`src/rtl/router_pkg.sv`:
```
`default_nettype none
// +----------------------------------------------------------------------+
// | router_pkg                                                           |
// | Shared constants and header helpers for the router output FIFO.      |
// | Revision: 1.0                                                        |
// +----------------------------------------------------------------------+
package router_pkg;

    localparam int unsigned C_DATA_W_DEF  = 8;
    localparam int unsigned C_LEN_LSB     = 2;
    localparam int unsigned C_TIMEOUT_DEF = 30;

    // Payload length carried in a header byte: bits [data_w-1:C_LEN_LSB].
    function automatic logic [31:0] hdr_len(input logic [31:0] word,
                                            input int unsigned data_w);
        logic [31:0] w_mask;
        w_mask = (32'd1 << (data_w - C_LEN_LSB)) - 32'd1;
        return (word >> C_LEN_LSB) & w_mask;
    endfunction

endpackage
`default_nettype wire

```
`src/rtl/router_fifo_idle_timer.sv`:
```
`default_nettype none
// +----------------------------------------------------------------------+
// | router_fifo_idle_timer                                               |
// | Counts consecutive idle cycles; flags expiry on the TIMEOUT-th one.  |
// | Revision: 1.0                                                        |
// +----------------------------------------------------------------------+
module router_fifo_idle_timer
    import router_pkg::*;
#(
    parameter int TIMEOUT = C_TIMEOUT_DEF
) (
    input  logic clk,
    input  logic resetn,
    input  logic clear,
    input  logic idle,
    output logic expire
);

    localparam int CW = $clog2(TIMEOUT + 1);
    localparam logic [CW-1:0] C_LAST = CW'(TIMEOUT - 1);
    localparam logic [CW-1:0] C_ONE  = CW'(1);

    logic [CW-1:0] r_cnt;

    // Expiry fires on the edge that would bring the count to TIMEOUT.
    assign expire = idle && (r_cnt == C_LAST);

    always_ff @(posedge clk) begin
        if (!resetn || clear || !idle || expire) begin
            r_cnt <= '0;
        end else begin
            r_cnt <= r_cnt + C_ONE;
        end
    end

endmodule
`default_nettype wire

```
`src/rtl/router_pkt_fifo.sv`:
```
`default_nettype none
// +----------------------------------------------------------------------+
// | router_pkt_fifo                                                      |
// | Packet-aware synchronous FIFO for one router output channel.         |
// | Revision: 1.0                                                        |
// +----------------------------------------------------------------------+
module router_pkt_fifo
    import router_pkg::*;
#(
    parameter int DATA_W    = C_DATA_W_DEF,
    parameter int DEPTH     = 16,
    parameter int AF_THRESH = DEPTH - 2,
    parameter int TIMEOUT   = C_TIMEOUT_DEF
) (
    input  logic                      clk,
    input  logic                      resetn,
    input  logic                      soft_reset,
    input  logic                      wr_en,
    input  logic                      lfd,
    input  logic [DATA_W-1:0]         data_in,
    input  logic                      rd_en,
    output logic [DATA_W-1:0]         data_out,
    output logic                      data_out_valid,
    output logic                      empty,
    output logic                      full,
    output logic                      almost_full,
    output logic [$clog2(DEPTH):0]    level,
    output logic                      pkt_busy,
    output logic                      pkt_done,
    output logic                      overflow,
    output logic                      underflow,
    output logic                      timeout_flush
);

    localparam int AW    = $clog2(DEPTH);
    localparam int REM_W = DATA_W - 1;
    localparam logic [AW:0]      C_PTR_ONE = (AW + 1)'(1);
    localparam logic [AW:0]      C_AF      = (AW + 1)'(AF_THRESH);
    localparam logic [REM_W-1:0] C_REM_ONE = REM_W'(1);

    logic [DATA_W:0]     r_mem [DEPTH];
    logic [AW:0]         r_wr_ptr;
    logic [AW:0]         r_rd_ptr;
    logic [DATA_W-1:0]   r_data_out;
    logic                r_data_out_valid;
    logic [REM_W-1:0]    r_rem;
    logic                r_pkt_done;
    logic                r_overflow;
    logic                r_underflow;
    logic                r_timeout_flush;

    logic                w_empty;
    logic                w_full;
    logic                w_wr_ok;
    logic                w_rd_ok;
    logic                w_idle;
    logic                w_expire;
    logic                w_flush;
    logic [AW:0]         w_level;
    logic [DATA_W:0]     w_rd_entry;
    logic [REM_W-1:0]    w_rem_load;

    // Status is derived from the pre-edge pointers, so no fall-through.
    assign w_empty    = (r_wr_ptr == r_rd_ptr);
    assign w_full     = (r_wr_ptr[AW] != r_rd_ptr[AW]) &&
                        (r_wr_ptr[AW-1:0] == r_rd_ptr[AW-1:0]);
    assign w_level    = r_wr_ptr - r_rd_ptr;
    assign w_wr_ok    = wr_en && !w_full;
    assign w_rd_ok    = rd_en && !w_empty;
    assign w_idle     = !w_empty && !rd_en;
    assign w_flush    = soft_reset || w_expire;
    assign w_rd_entry = r_mem[r_rd_ptr[AW-1:0]];
    // Header length plus one: the payload bytes followed by the parity byte.
    assign w_rem_load = REM_W'(hdr_len(32'(w_rd_entry[DATA_W-1:0]), DATA_W) + 32'd1);

    generate
        if (TIMEOUT > 0) begin : g_timer
            router_fifo_idle_timer #(
                .TIMEOUT (TIMEOUT)
            ) u_idle_timer (
                .clk    (clk),
                .resetn (resetn),
                .clear  (soft_reset),
                .idle   (w_idle),
                .expire (w_expire)
            );
        end else begin : g_no_timer
            logic w_idle_unused;
            assign w_idle_unused = w_idle;
            assign w_expire      = 1'b0;
        end
    endgenerate

    always_ff @(posedge clk) begin
        if (resetn && !w_flush && w_wr_ok) begin
            r_mem[r_wr_ptr[AW-1:0]] <= {lfd, data_in};
        end
    end

    always_ff @(posedge clk) begin
        if (!resetn) begin
            r_wr_ptr         <= '0;
            r_rd_ptr         <= '0;
            r_data_out       <= '0;
            r_data_out_valid <= 1'b0;
            r_rem            <= '0;
            r_pkt_done       <= 1'b0;
            r_overflow       <= 1'b0;
            r_underflow      <= 1'b0;
            r_timeout_flush  <= 1'b0;
        end else if (w_flush) begin
            // Abort any packet in flight; stored words are simply orphaned.
            r_wr_ptr         <= '0;
            r_rd_ptr         <= '0;
            r_data_out       <= '0;
            r_data_out_valid <= 1'b0;
            r_rem            <= '0;
            r_pkt_done       <= 1'b0;
            r_overflow       <= 1'b0;
            r_underflow      <= 1'b0;
            r_timeout_flush  <= w_expire && !soft_reset;
        end else begin
            r_overflow       <= wr_en && w_full;
            r_underflow      <= rd_en && w_empty;
            r_data_out_valid <= w_rd_ok;
            r_pkt_done       <= 1'b0;
            r_timeout_flush  <= 1'b0;
            if (w_wr_ok) begin
                r_wr_ptr <= r_wr_ptr + C_PTR_ONE;
            end
            if (w_rd_ok) begin
                r_rd_ptr   <= r_rd_ptr + C_PTR_ONE;
                r_data_out <= w_rd_entry[DATA_W-1:0];
                if (w_rd_entry[DATA_W]) begin
                    r_rem <= w_rem_load;
                end else if (r_rem != '0) begin
                    r_rem      <= r_rem - C_REM_ONE;
                    r_pkt_done <= (r_rem == C_REM_ONE);
                end
            end
        end
    end

    assign data_out       = r_data_out;
    assign data_out_valid = r_data_out_valid;
    assign empty          = w_empty;
    assign full           = w_full;
    assign level          = w_level;
    assign almost_full    = (w_level >= C_AF);
    assign pkt_busy       = (r_rem != '0);
    assign pkt_done       = r_pkt_done;
    assign overflow       = r_overflow;
    assign underflow      = r_underflow;
    assign timeout_flush  = r_timeout_flush;

endmodule
`default_nettype wire
```
`config.mk`:
```
export PLATFORM = sky130hd
export DESIGN_NAME = router_pkt_fifo
export DESIGN_NICKNAME = d
export VERILOG_FILES = /design/src/rtl/router_pkg.sv /design/src/rtl/router_fifo_idle_timer.sv /design/src/rtl/router_pkt_fifo.sv
export SDC_FILE = /design/constraint.sdc
export NUM_CORES = 1
export LEC_CHECK = 0
export ABC_AREA = 1
export BUFFER_PORTS_ARGS = -buffer_cell sky130_fd_sc_hd__buf_4
export CORE_UTILIZATION = 45
export DETAILED_ROUTE_END_ITERATION = 10
export GPL_TIMING_DRIVEN = 0
export PLACE_DENSITY = 0.7
export SYNTH_ARGS = -nofsm -noshare
export SYNTH_HDL_FRONTEND = slang
export SYNTH_SLANG_ARGS = --single-unit
```
`constraint.sdc`:
```
create_clock -name clk -period 4.8 [get_ports clk]
set_input_delay 0.24 -clock clk [delete_from_list [all_inputs] [get_ports clk]]
set_output_delay 0.24 -clock clk [all_outputs]
set_load 0.01 [all_outputs]
```
# After elaboration in Yosys (flattened, before gate mapping)
# Memory sizes are Yosys's and may differ from the RTL's. A register that Yosys moved wholly into a read port is not among the register bits.
# Index checks and enable logic that the tools add are counted.
[word_totals]
reg_bits = 35
latch_bits = 0
ramBits = 144
romBits = 0
inputBits = 14
word_cells = 59
memories = 1
[mem_list]
columns = ["name", "depth", "width", "rd", "rd_ports_with_merged_regs", "wr", "line", "text"]
rows = [
  ["r_mem", 16, 9, 1, 1, 1, "router_pkt_fifo.sv:41", "logic [DATA_W:0] r_mem [DEPTH];"],
]
[op_classes]
add_sub_neg = 6
mul = 0
div_mod_pow = 0
n_lt_le_gt_ge = 1
n_eq_ne = 5
n_shift = 0
mux = 6
bitwise = 3
reduce_logical = 27
[op_table]
columns = ["op", "n"]
rows = [
  ["5-bit by 1-bit adder with 5-bit output (second input constant)", 3],
  ["7-bit 2-to-1 mux", 2],
  ["1-bit logical AND", 10],
  ["4-bit 2-to-1 mux", 2],
  ["6-bit by 1-bit adder with 7-bit output (second input constant)", 1],
  ["7-bit by 1-bit == test with 1-bit output (second input constant)", 1],
  ["1-bit zero test", 7],
  ["7-bit nonzero test", 1],
  ["7-bit by 1-bit subtractor with 7-bit output (second input constant)", 1],
  ["5-bit == test", 1],
  ["5-bit == test (second input constant)", 1],
  ["5-bit by 4-bit >= comparator with 1-bit output (second input constant)", 1],
  ["5-bit OR reduction", 1],
  ["5-bit subtractor", 1],
  ["4-bit == test", 1],
  ["1-bit logical OR", 4],
  ["2-bit AND reduction", 2],
  ["1-bit NOT", 3],
  ["1-bit 2-to-1 mux", 2],
  ["2-bit nonzero test", 1],
  ["2-bit OR reduction", 1],
  ["1-bit != test", 1],
]

# Depth between registers and ports, before layout
[logic_depth]
depth_word = 10
mapped_depth = 16
mapped_depth_nobuf = 13

# Cells and area by module
# From an unflattened synthesis, not the netlist that was laid out.
[hier_totals]
cells_unflattened = 786
area_unflattened_um2 = 8018.9
[modules_own_cells]
columns = ["module", "n_inst", "cells_each", "area_each_um2"]
rows = [
  ["router_pkt_fifo", 1, 756, 7783.7],
  ["router_fifo_idle_timer", 1, 30, 235.2],
]

# Worst setup path after synthesis
# No wires, ideal clock.
[synth_path]
path_kind = "reg-to-reg"
start = "register r_wr_ptr[0]"
end = "memory r_mem[7][0] (netlist bit) (enable)"
arrival_time_ns = 2.282
path_slack_ns = 2.131
stages_incl_launch_ff = 10
cell_sequence = "dfxtp_1 -> inv_1 -> ha_1 -> nand4_1 -> nor2_4 -> nor2_1 -> nand4_1 -> nand2_2 -> buf_2 -> nor3_1"
[synth_between]
elab_chain_len = 10
elab_cells_between_ends = 14
classes_between = "2 x eq/ne; 2 x mux; 10 x reduce/logical"
[synth_lines]
columns = ["item", "line", "text"]
rows = [
  ["start: declaration", "router_pkt_fifo.sv:42", "logic [AW:0] r_wr_ptr;"],
  ["start signal: assignment", "router_pkt_fifo.sv:129", "r_wr_ptr <= r_wr_ptr + C_PTR_ONE;"],
  ["5-bit == test", "router_pkt_fifo.sv:64", "assign w_empty = (r_wr_ptr == r_rd_ptr);"],
  ["via empty", "router_pkt_fifo.sv:24", "output logic empty,"],
  ["1-bit zero test", "router_pkt_fifo.sv:70", "assign w_idle = !w_empty && !rd_en;"],
  ["1-bit logical AND", "router_pkt_fifo.sv:70", ""],
  ["1-bit logical AND", "router_fifo_idle_timer.sv:26", "assign expire = idle && (r_cnt == C_LAST);"],
  ["1-bit logical OR", "router_pkt_fifo.sv:71", "assign w_flush = soft_reset || w_expire;"],
  ["1-bit zero test", "router_pkt_fifo.sv:95", "if (resetn && !w_flush && w_wr_ok) begin"],
  ["1-bit logical AND (2 in a row)", "router_pkt_fifo.sv:95", ""],
  ["1-bit 2-to-1 mux", "router_pkt_fifo.sv:95", ""],
  ["1-bit 2-to-1 mux (implied by the code)", "router_pkt_fifo.sv:96", "r_mem[r_wr_ptr[AW-1:0]] <= {lfd, data_in};"],
  ["end: declaration", "router_pkt_fifo.sv:41", ""],
]
# The timed path passes the listed nets, and every way through them passes these cells.

# Worst setup path after layout
[layout_path]
start = "register r_wr_ptr[0]"
end = "memory r_mem[0][2] (netlist bit) (enable)"
[layout_between]
elab_chain_len = 10
elab_cells_between_ends = 14
classes_between = "2 x eq/ne; 2 x mux; 10 x reduce/logical"
[layout_lines]
columns = ["item", "line"]
rows = [
  ["5-bit == test", "router_pkt_fifo.sv:64"],
  ["1-bit zero test", "router_pkt_fifo.sv:70"],
  ["1-bit logical AND", "router_pkt_fifo.sv:70"],
  ["1-bit logical AND", "router_fifo_idle_timer.sv:26"],
  ["1-bit logical OR", "router_pkt_fifo.sv:71"],
  ["1-bit zero test", "router_pkt_fifo.sv:95"],
  ["1-bit logical AND (2 in a row)", "router_pkt_fifo.sv:95"],
  ["1-bit 2-to-1 mux", "router_pkt_fifo.sv:95"],
  ["1-bit 2-to-1 mux (implied by the code)", "router_pkt_fifo.sv:96"],
]
# Several ways; a longest one is shown, not always the timed one.

==> flow_summary.toml <==
[synthesis]
syn_area_um2 = 7990
ys_async_sr_fraction = 0
yosys.cell_count.top_type = "nand2_1"
synth-seq-cells = 183
synth_nets = 811
yosysTopAreaCell = "edfxtp_1"
avgSynthCellArea_um2 = 10.2
yosys_warnings = 0
ys_types = 33
synth-edff-count = 144
syn_inst = 781
synthTopCellsByArea = "edfxtp_1 54%, dfxtp_1 9.8%, nand2_1 8.6%"
yosysTopAreaCellShare = 0.541
synth.yosys.seq_area_share = 0.639
synth_common_cells = "182 x nand2_1, 144 x edfxtp_1, 84 x nor2_1"
synthFlopType = "edfxtp_1"

[final_layout]
insertedDiodeCount = 0
drive_gt1_frac = 0.128
final_core_util = 0.527
nFillCells = 1532
design_area_um2 = 9120
syn_to_final_growth_pct = 14.2
fin_nets = 867

[pwr]
switching_power_uw = 678
seq_power_share = 0.545
p_comb_frac = 0.038
leakage_nw = 3.66
p_int_mw = 2.47
swShare = 0.215
power_frac_clock = 0.417
p_per_area_nw_per_um2 = 346
ir_drop_mv = 0.247

[floorplan]
die_w_um = 135
num_rows = 48
dieArea_um2 = 18300
io_pins = 36
die_h_um = 135
start_util = 0.462
core_um2 = 17300

[worst_setup_path]
worstSetupPathType = "flip-flop to flip-flop"
endpoint_kind = "flip-flop"
max_stage_delay_ps = 960
cp.arrival_ps = 3330
cp_common_cell = "nor2_1"
crit_path_cell_trace = "inv_1 > ha_1 > nand4_1 > nor2_4 > nor2_1 > nand4_1 > nand2_2 > nor2_1 > nand2_1 > nor2_1"
crit_required_ps = 4840
cp_max_fo = 9
start_kind = "flip-flop"
slowest_stage = "nor2_1"

[sta]
fin_skew_ps = 7.22
setup_ws_ps = 1510
fin_crit_ps = 3290
timing.slew.headroom = 0.159
final-hold-violation-count = 0
max_freq_mhz = 304
rsz0062_at_grt = "false"
tns_ps = 0
setup_viol = 0
drv_slew = 0
worst_pin_slew_ps = 1260
period_share = 0.685
holdWs_ps = 78.4

[clock_network]
post-cts-setup-buffers = 0
cts_tree = "done"
ctsHoldBuffers = 0
cts_buffers = 17
cts_resized = 0
clockBufferDepth = 2
htreeDepth = 4
clock_latency_ps = 430
clkTransAtPathRegs_ps = 70
cts.sinks = 183
cts-root-buf = "clkbuf_16"

[run_status]
status = "finished clean"

[place]
hpwlAfterDp_mm = 11.7
place_ws_ps = 1490
placed_cell_area_um2 = 8570
port_buffers = 35
gp_congestion = 0.778

[detailed_routing]
dr.pass1.iters = 7
vias_per_cell = 5.15
routedWlPerCell_um = 16.5
drt_iter0_drc = 542
ant_nets = 0
post-route-drc-count = 0
vias = 5535
routed_wl_mm = 17.8

[flow_run]
cap_viol_max_count = 0

[global_routing]
antenna_found_initial = 0
grt_pass1_wl_mm = 27.9
grt_start_max_net_pins = 17
grt_overflow_total = 0
globalRouteTotalUtil = 0.209
grt_pass1_vias = 5191

[worst_hold_path]
hold_class = "input pin to flip-flop"
through the flow:
step	power [mW]	cells
after floorplan	1.82	781
after global placement	1.87	1041
after detailed placement	1.87	1043
after CTS	3.16	1075
after global routing	3.24	1075
final	3.15	1075
area by class of cell:
cell class	count	area (µm²)	area share
Multi-Input combinational cell	478	2350	0.257
Timing Repair Buffer	37	285	0.0313
Sequential cell	183	5100	0.560
Tap cell	225	282	0.0309
Clock buffer	19	433	0.0475
Clock inverter	13	119	0.0130
Buffer	32	219	0.0240
Inverter	88	333	0.0365
path summary, 6_finish.rpt:
check,from,endpoint,slack (ps),depth (start not counted)
worst max-delay path,r_wr_ptr[0]$_SDFFE_PP0N_,r_mem[0][2]$_DFFE_PP_,1510,10
worst min-delay path,wr_en,overflow$_SDFF_PP0_,80,3
worst max register to register,r_wr_ptr[0]$_SDFFE_PP0N_,r_mem[0][2]$_DFFE_PP_,1510,10
worst min register to register,g_timer.u_idle_timer.r_cnt[0]$_SDFF_PP0_,g_timer.u_idle_timer.r_cnt[0]$_SDFF_PP0_,470,1
flip-flops by register name, indices dropped and copies added, names as in the netlist, named ones only:
register / cells
r_mem: 144
data_out: 8
r_rem: 7
g_timer.u_idle_timer.r_cnt: 5
r_rd_ptr: 5
r_wr_ptr: 5
data_out_valid: 1
overflow: 1
pkt_done: 1
timeout_flush: 1
underflow: 1
per-layer routing:
metal	part of all wire	vias to the layer above	global-route usage
met2	0.48	180	0.334
met1	0.42	2589	0.267
li1	-	2734	-
met3	0.068	32	0.0505
met5	0	-	0
met4	0.026	0	0.0968
critical path: cells and delay by family (launching register included):
kind                       cells  cell delay [ps]
adders and majority gates      1              320
DFF                            1              410
buffers and inverters          1              120
and+or+nand+nor                8             2050
power by group through the flow:
stage               Combinational (mW)  Clock [mW]  Sequential [mW]
floorplan                       0.0667           0             1.75
global placement                 0.119           0             1.75
detailed placement               0.121           0             1.75
CTS                              0.121        1.32             1.72
global route                     0.135        1.38             1.72
finish                           0.121        1.31             1.72
cells in the final DEF, fill, tap and decap left out, types with 7 or more instances in the layout:
| cell | instances |
|---|---|
| a21oi_1 | 21 |
| buf_2 | 13 |
| buf_4 | 37 |
| buf_6 | 12 |
| clkbuf_1 | 7 |
| clkbuf_16 | 17 |
| dfxtp_1 | 39 |
| edfxtp_1 | 144 |
| ha_1 | 15 |
| inv_1 | 82 |
| nand2_1 | 182 |
| nand3_1 | 76 |
| nor2_1 | 84 |
| o211ai_1 | 11 |
| o21ai_0 | 37 |
| xor2_1 | 7 |
cells by family (layout without fill, tap and decap cells):
group	Yosys count	after routing	synth area share
fa+ha+maj	16	16	0.0260
compound gates	85	85	0.0608
buf+inv	120	189	0.0691
flops	183	183	0.639
xor+xnor	12	12	0.0132
simple gates	365	365	0.192
(Power assumes the default switching activity.)
